### config.mk
export PLATFORM = sky130hd
export DESIGN_NAME = seq_mult_param
export DESIGN_NICKNAME = d
export VERILOG_FILES = /design/src/rtl/seq_mult_param.sv
export SDC_FILE = /design/constraint.sdc
export NUM_CORES = 1
export LEC_CHECK = 0
export ABC_AREA = 1
export CAP_MARGIN = 40
export CORE_MARGIN = 1
export CORE_UTILIZATION = 50
export DETAILED_ROUTE_END_ITERATION = 7
export GPL_ROUTABILITY_DRIVEN = 0
export PLACE_DENSITY_LB_ADDON = 0.05
export SYNTH_ARGS = -nofsm -noshare
export SYNTH_HDL_FRONTEND = slang
export SYNTH_SLANG_ARGS = --single-unit
### constraint.sdc
create_clock -name Clk -period 5.8 [get_ports Clk]
set_input_delay 1.16 -clock Clk [delete_from_list [all_inputs] [get_ports Clk]]
set_output_delay 1.16 -clock Clk [all_outputs]
set_load 0.005 [all_outputs]
### src/rtl/seq_mult_param.sv
// Sequential shift-add multiplier, WIDTH-bit signed or unsigned operands, 2*WIDTH-bit product.
// One add/sub and arithmetic right-shift per clock; Start/Busy/Done handshake.
module seq_mult_param #(
  parameter int WIDTH = 8
) (
  input  logic               Clk,
  input  logic               Reset,
  input  logic               Start,
  input  logic               Signed_Mode,
  input  logic [WIDTH-1:0]   Multiplicand,
  input  logic [WIDTH-1:0]   Multiplier,
  output logic               Busy,
  output logic               Done,
  output logic [2*WIDTH-1:0] Product,
  output logic               Xval
);

  localparam int CW = $clog2(WIDTH);
  localparam logic [CW-1:0] LAST = CW'(WIDTH - 1);

  typedef enum logic [1:0] {S_IDLE, S_RUN, S_DONE} state_t;

  state_t               r_state;
  state_t               w_next;
  logic [WIDTH-1:0]     r_s;
  logic [WIDTH-1:0]     r_a;
  logic [WIDTH-1:0]     r_b;
  logic                 r_x;
  logic                 r_mode;
  logic [CW-1:0]        r_count;
  logic                 r_done;
  logic [2*WIDTH-1:0]   r_product;

  logic                 w_last;
  logic                 w_sub;
  logic [WIDTH:0]       w_ext_s;
  logic [WIDTH:0]       w_addend;
  logic [WIDTH:0]       w_sum;
  logic                 w_fill;

  // NOTE: every always_comb output gets a default first so no path can infer a latch.
  always_comb begin
    w_next = r_state;
    unique case (r_state)
      S_IDLE: if (Start) w_next = S_RUN;
      S_RUN:  if (w_last) w_next = S_DONE;
      S_DONE: w_next = S_IDLE;
      default: w_next = S_IDLE;
    endcase
  end

  // The last multiplier bit carries negative weight in two's complement, so it subtracts.
  always_comb begin
    w_last   = (r_count == LAST);
    w_sub    = r_b[0] & w_last & r_mode;
    w_ext_s  = r_mode ? {r_s[WIDTH-1], r_s} : {1'b0, r_s};
    w_addend = '0;
    if (r_b[0]) w_addend = w_sub ? ~w_ext_s : w_ext_s;
    w_sum    = {r_x, r_a} + w_addend + (WIDTH+1)'(w_sub);
    w_fill   = r_mode & w_sum[WIDTH];
  end

  // NOTE: sequential state uses non-blocking assignments only; reset is synchronous and
  // clears every register, so an abort mid-RUN leaves no stale partial product behind.
  always_ff @(posedge Clk) begin
    if (Reset) begin
      r_state   <= S_IDLE;
      r_s       <= '0;
      r_a       <= '0;
      r_b       <= '0;
      r_x       <= 1'b0;
      r_mode    <= 1'b0;
      r_count   <= '0;
      r_done    <= 1'b0;
      r_product <= '0;
    end else begin
      r_state <= w_next;
      r_done  <= (r_state == S_DONE);
      unique case (r_state)
        S_IDLE: begin
          if (Start) begin
            r_s     <= Multiplicand;
            r_b     <= Multiplier;
            r_a     <= '0;
            r_x     <= 1'b0;
            r_mode  <= Signed_Mode;
            r_count <= '0;
          end
        end
        S_RUN: begin
          {r_x, r_a, r_b} <= {w_fill, w_sum, r_b[WIDTH-1:1]};
          if (!w_last) r_count <= r_count + 1'b1;
        end
        S_DONE: r_product <= {r_a, r_b};
        default: ;
      endcase
    end
  end

  assign Busy    = (r_state == S_RUN);
  assign Done    = r_done;
  assign Product = r_product;
  assign Xval    = r_x;

endmodule

==> results of run 1 <==
-- cells by family after synthesis --
kind of cell	share of synthesized area, %
buf+inv	8.52
flops	41.2
simple gates	19.3
compound gates	24.4
fa+ha+maj	6.54
-- through the flow --
step | power [mW] | hold WS, ns | instance area, um^2
final | 0.674 | 0.469 | 2830
after floorplan | 0.422 | 0.433 | 2330
after detailed placement | 0.447 | 0.462 | 2730
after global routing | 0.706 | 0.508 | 2830
after global placement | 0.443 | 0.454 | 2710
after CTS | 0.680 | 0.475 | 2830
-- synth_stat cells --
cell type	n
a211oi_1	5
a211oi_2	9
a21oi_1	41
a21oi_2	1
and3_1	1
buf_12	1
buf_2	6
buf_6	1
clkbuf_1	4
clkinv_1	1
dfxtp_1	48
fa_1	2
ha_1	9
inv_1	28
inv_2	2
inv_4	1
nand2_1	37
nand2_2	1
nand3_1	9
nand3_2	1
nand3b_1	2
nand4_1	4
nor2_1	41
nor2_2	1
nor2_8	2
nor3_1	1
o21a_1	1
o21ai_0	34
o21ai_1	4
o21ai_2	1
-- worst paths after layout --
kind / startpoint / end / cells after the start
setup / recovery: r_count[0]$_SDFFE_PP0P_ / Xval$_SDFFE_PP0P_ / 17
hold / removal: r_count[1]$_SDFFE_PP0P_ / r_count[1]$_SDFFE_PP0P_ / 2
setup reg to reg: r_count[0]$_SDFFE_PP0P_ / Xval$_SDFFE_PP0P_ / 17
hold reg to reg: r_count[1]$_SDFFE_PP0P_ / r_count[1]$_SDFFE_PP0P_ / 2
-- placed cells by master (no fill, tap or decap) --
cell type        instances
nand2_2                  1
and3_1                   1
nor3_1                   1
nor2_8                   2
inv_4                    1
a211oi_1                 5
inv_1                   28
clkbuf_8                 5
clkbuf_1                 1
buf_8                    1
a21oi_1                 41
clkinv_2                 1
o21ai_1                  4
clkinv_1                 1
o21ai_0                 34
nand2_1                 37
buf_4                    1
nand3_2                  1
bufinv_16                1
o21ai_2                  1
o21a_1                   1
nand3_1                  9
nor2_2                   1
dfxtp_1                 48
nand4_1                  4
a211oi_2                 9
nand3b_1                 2
ha_1                     9
nor2_1                  41
inv_2                    2
fa_1                     2
a21oi_2                  1
clkdlybuf4s50_1         38
-- critical path, stage by stage, from the launching register on --
cell and delay [ns]:
dfxtp_1 0.33, ha_1 0.19, ha_1 0.25, nand3_2 0.17
clkinv_1 0.28, a21oi_1 0.26, fa_1 0.22, inv_1 0.06
fa_1 0.35, inv_1 0.11, nand3_1 0.10, nand2_1 0.13
nand2_1 0.06, nand2_1 0.07, inv_1 0.04, nand2_1 0.07
nand4_1 0.09, a21oi_2 0.12
-- layer usage --
metal / routed length [um] / track usage, %
met1: 2560 / 32.0
met3: 200 / 4.62
met2: 2310 / 33.8
met5: 0 / 0
met4: 45 / 7.33
-- sequential cells by signal, indices dropped and copies added, names as in the netlist --
name	count
r_b	8
Xval	1
r_state	2
r_count	3
r_a	8
Done	1
r_mode	1
Product	16
r_s	8
-- area by class of cell --
cell class / count / area (um^2) / share of cell area [%]
Multi-Input combinational cell: 207 / 1170 / 41.5
Clock inverter: 2 / 35.0 / 1.24
Timing Repair Buffer: 40 / 403 / 14.2
Clock buffer: 6 / 72.6 / 2.56
Sequential cell: 48 / 961 / 33.9
Inverter: 32 / 123 / 4.33
Tap cell: 52 / 65.1 / 2.30
-- power by group through the flow --
stage | Combinational (mW) | Sequential (mW) | Clock [mW]
floorplan | 0.0655 | 0.356 | 0
global placement | 0.0831 | 0.360 | 0
global route | 0.0968 | 0.354 | 0.254
finish | 0.0860 | 0.353 | 0.235
detailed placement | 0.0863 | 0.360 | 0
CTS | 0.0868 | 0.352 | 0.241
==> flow_summary.yaml, run 1 <==
critical_path:
  critPathCaptureType: "flip-flop"
  worst-path-max-fanout: 10
  rrSetupSlack_ns: 2.83
  crit_required_ns: 6.04
  cp-start-kind: "flip-flop"
  path_class: "flip-flop to flip-flop"
  cp.arrival_ns: 3.22
route:
  wire_per_inst_um: 13.2
  vias_per_cell: 5.24
  first_iter_violations: 79
  drcViolationCount: 0
  totalWireLength_um: 5110
  dr.pass1.iters: 4
  ant_nets: 0
  via_count: 2029
global_route:
  gr-total-overflow: 0
  grt_pass1_vias: 1918
  groute.usage.overall_pct: 22.4
  grt_max_degree: 29
  grt_pass1_wl_um: 8740
  antenna_found_initial: 0
cells_and_area:
  syn_to_final_growth_pct: 21.4
  final_core_util_pct: 64.2
  final_layout_size_suffix_gt1_share_pct: 8.36
  nets: 365
  antenna_cells: 0
  final_cells: 387
  n_fill_cell: 392
clocking:
  cts.path.max_buffers: 2
  clk_pin_slew_ns: 0.09
  post_cts_buffers: 0
  clockRootBuffer: "clkbuf_8"
  clk_latency_ns: 0.30
  cts_buffers: 5
  cts.sinks: 48
  cts_tree: "yes"
  ctsHoldBuffers: 0
  post_cts_resized: 0
  h-tree-depth: 2
worst_hold_path:
  hp-class: "flip-flop to flip-flop"
die:
  dieHeight_um: 70.3
  num_rows: 24
  ios: 39
  die_x_um: 70.3
  core_um2: 4410
  initial_core_util_pct: 52.9
  dieArea_um2: 4950
flow_run:
  cap_violations: 0
yosys:
  yosysUniqueCellTypes: 30
  syn_nets: 330
  syn-instance-count: 299
  syn_area_um2: 2330
  synth_top_area_share_pct: 41.2
  ys_seq_area_share_pct: 41.2
  synth_area_leaders: "dfxtp_1, a21oi_1, o21ai_0"
  syn_area_per_cell_um2: 7.81
  synth_largest_area_cell: "dfxtp_1"
  ys_seq_elements: 48
  yosys_warnings: 0
place:
  post-dp-hpwl_um: 3550
  post-place-ws_ns: 2.85
  port_buffers: 38
  dp.cells: 379
sta:
  finalMaxSlewViolations: 0
  max_freq_mhz: 337
  rsz0062_at_grt: "false"
  worst_pin_slew_ns: 0.744
  fin_setup_tns_ns: 0
  worst_slack_ns: 2.83
  finalCritPeriodShare_pct: 51.2
  min_period_ns: 2.97
  hold_viol: 0
  setup_viol: 0
  slew_headroom_pct: 50.3
  fin_skew_ns: 0.00623
power:
  seqPwrFrac_pct: 52.3
  irDropWorstVdd_uv: 137
  p_sw_share_pct: 24.9
  intPower_uw: 506
  power_density_nw_per_um2: 238
  p_leak_nw: 1.18
  comb_power_share_pct: 12.8
  p_switching_uw: 168
  p_clk_share_pct: 34.9
status:
  status: "finished, final reports clean"
Note: power is estimated with default switching activity, not from simulation.
==> inputs of run 2 (changes only) <==
CORE_UTILIZATION = 47   (was 50)
clock period = 2.6 ns   (was 5.8 ns; I/O delays follow)
==> run 2 against run 1 <==
Sequential power increased by 120%. Largest cell class unchanged. Non-clock buffer count increased by 9. Die area increased by 6.2%. Largest power group unchanged. Hold slack got worse by 0.030 ns. Clock-buffer cell count unchanged. Core utilization decreased by 2.7 points. Setup slack got worse by 2.6 ns. First-iteration DRC count increased by 22%. Sequential share of layout area decreased by 0.97 points. Register-to-register slack got worse by 2.6 ns.
==> flow_summary.yaml, run 2 (synthesis gave the netlist of run 1 again) <==
route:
  vias_per_cell: 5.01
  ant_nets: 0
  via_count: 2060
  first_iter_violations: 96
  drcViolationCount: 0
  wire_per_inst_um: 12.8
  totalWireLength_um: 5250
  dr.pass1.iters: 4
sta:
  slew_headroom_pct: 51.7
  worst_pin_slew_ns: 0.724
  finalCritPeriodShare_pct: 93.0
  hold_viol: 0
  finalMaxSlewViolations: 0
  worst_slack_ns: 0.182
  min_period_ns: 2.42
  max_freq_mhz: 414
  fin_skew_ns: 0.00487
  setup_viol: 0
critical_path:
  worst-path-max-fanout: 4
  path_class: "flip-flop to flip-flop"
  cp.arrival_ns: 2.66
  cp-start-kind: "flip-flop"
  crit_required_ns: 2.84
  critPathCaptureType: "flip-flop"
place:
  post-place-ws_ns: 0.0890
  dp.cells: 400
  post-dp-hpwl_um: 3580
  port_buffers: 38
  post_dp_cell_area_um2: 2780
die:
  core_um2: 4750
  num_rows: 25
  initial_core_util_pct: 49.1
  dieHeight_um: 72.5
  ios: 39
  dieArea_um2: 5250
  die_x_um: 72.5
power:
  irDropWorstVdd_uv: 282
  power_density_nw_per_um2: 494
  p_leak_nw: 1.21
clocking:
  cts_buffers: 5
  clk_latency_ns: 0.30
  cts.path.max_buffers: 2
  clockRootBuffer: "clkbuf_8"
  h-tree-depth: 2
  cts.sinks: 48
  clk_pin_slew_ns: 0.09
  cts_tree: "yes"
cells_and_area:
  final_cells: 411
  syn_to_final_growth_pct: 25.3
  final_common_cell: "dfxtp_1"
  final_core_util_pct: 61.5
  antenna_cells: 0
  final_layout_size_suffix_gt1_share_pct: 14.5
  nets: 374
  largest_reg_flops: 16
  final_area_um2: 2930
  layout_common_cells: "dfxtp_1, nor2_1, a21oi_1"
global_route:
  grt_pass1_vias: 1843
  groute.usage.overall_pct: 21.1
  grt_max_degree: 29
  gr-total-overflow: 0
  antenna_found_initial: 0
  grt_pass1_wl_um: 8600
worst_hold_path:
  hp-class: "flip-flop to flip-flop"
status:
  status: "finished, final reports clean"
flow_run:
  cap_violations: 0
==> run 2: timing repair <==
| action | in CTS | in global routing |
|---|---|---|
| hold buffers | 0 | 0 |
| hold endpoints to repair | 0 | 0 |
| setup endpoints to repair | 0 | 6 |
| gates resized for setup | 0 | 13 |
| setup buffers | 0 | 3 |
==> run 2: layout make-up <==
class | instances | area [um^2]
clock buffer | 6 | 82.6
clock inverter | 2 | 10.0
fill | 456 | 1830
inverter | 32 | 123
multi-input combinational | 207 | 1200
sequential | 48 | 963
tap | 67 | 83.8
timing repair buffer | 49 | 463
==> run 2: per-stage QoR <==
stage                     total power [mW]  setup TNS [ns]  hold WS [ns]
after detailed placement              1.00               0         0.460
after global placement               0.996               0         0.450
after CTS                             1.45               0         0.472
after floorplan                      0.941               0         0.433
final                                 1.45               0         0.439
after global routing                  1.51         -0.0269         0.453
==> run 2: report_power, final <==
| group | switching, mW | leakage [nW] | internal [mW] | total (mW) |
|---|---|---|---|---|
| Sequential | 0.0163 | 0.392 | 0.765 | 0.782 |
| Clock | 0.248 | 0.0510 | 0.213 | 0.461 |
| Combinational | 0.120 | 0.771 | 0.0832 | 0.203 |
==> run 2: layer usage <==
layer | global-route usage (%) | part of all wire, % | wire (um)
met1 | 28.7 | 50 | 2610
met3 | 4.31 | 4.7 | 246
met4 | 5.88 | 1.1 | 57
met2 | 34.0 | 45 | 2340
met5 | 0 | 0 | 0
==> run 2: worst paths after layout <==
| kind | slack, ns | start | cells past startpoint | end |
|---|---|---|---|---|
| min | 0.44 | r_count[0]$_SDFFE_PP0P_ | 1 | r_count[0]$_SDFFE_PP0P_ |
| max | 0.18 | r_count[0]$_SDFFE_PP0P_ | 18 | Xval$_SDFFE_PP0P_ |
| min reg2reg | 0.44 | r_count[0]$_SDFFE_PP0P_ | 1 | r_count[0]$_SDFFE_PP0P_ |
| max reg2reg | 0.18 | r_count[0]$_SDFFE_PP0P_ | 18 | Xval$_SDFFE_PP0P_ |
==> run 2: critical path, stage by stage (launching register included) <==
cell and delay (ns):
dfxtp_2 0.34, ha_1 0.14, ha_2 0.18, nand3_2 0.10
inv_2 0.10, o21ai_1 0.07, a21oi_2 0.14, fa_2 0.22
inv_1 0.06, fa_2 0.33, inv_2 0.07, nand3_2 0.07
nand2_2 0.08, nand2_1 0.05, nand2_1 0.07, inv_1 0.05
nand2_2 0.07, nand4_1 0.09, a21oi_2 0.14
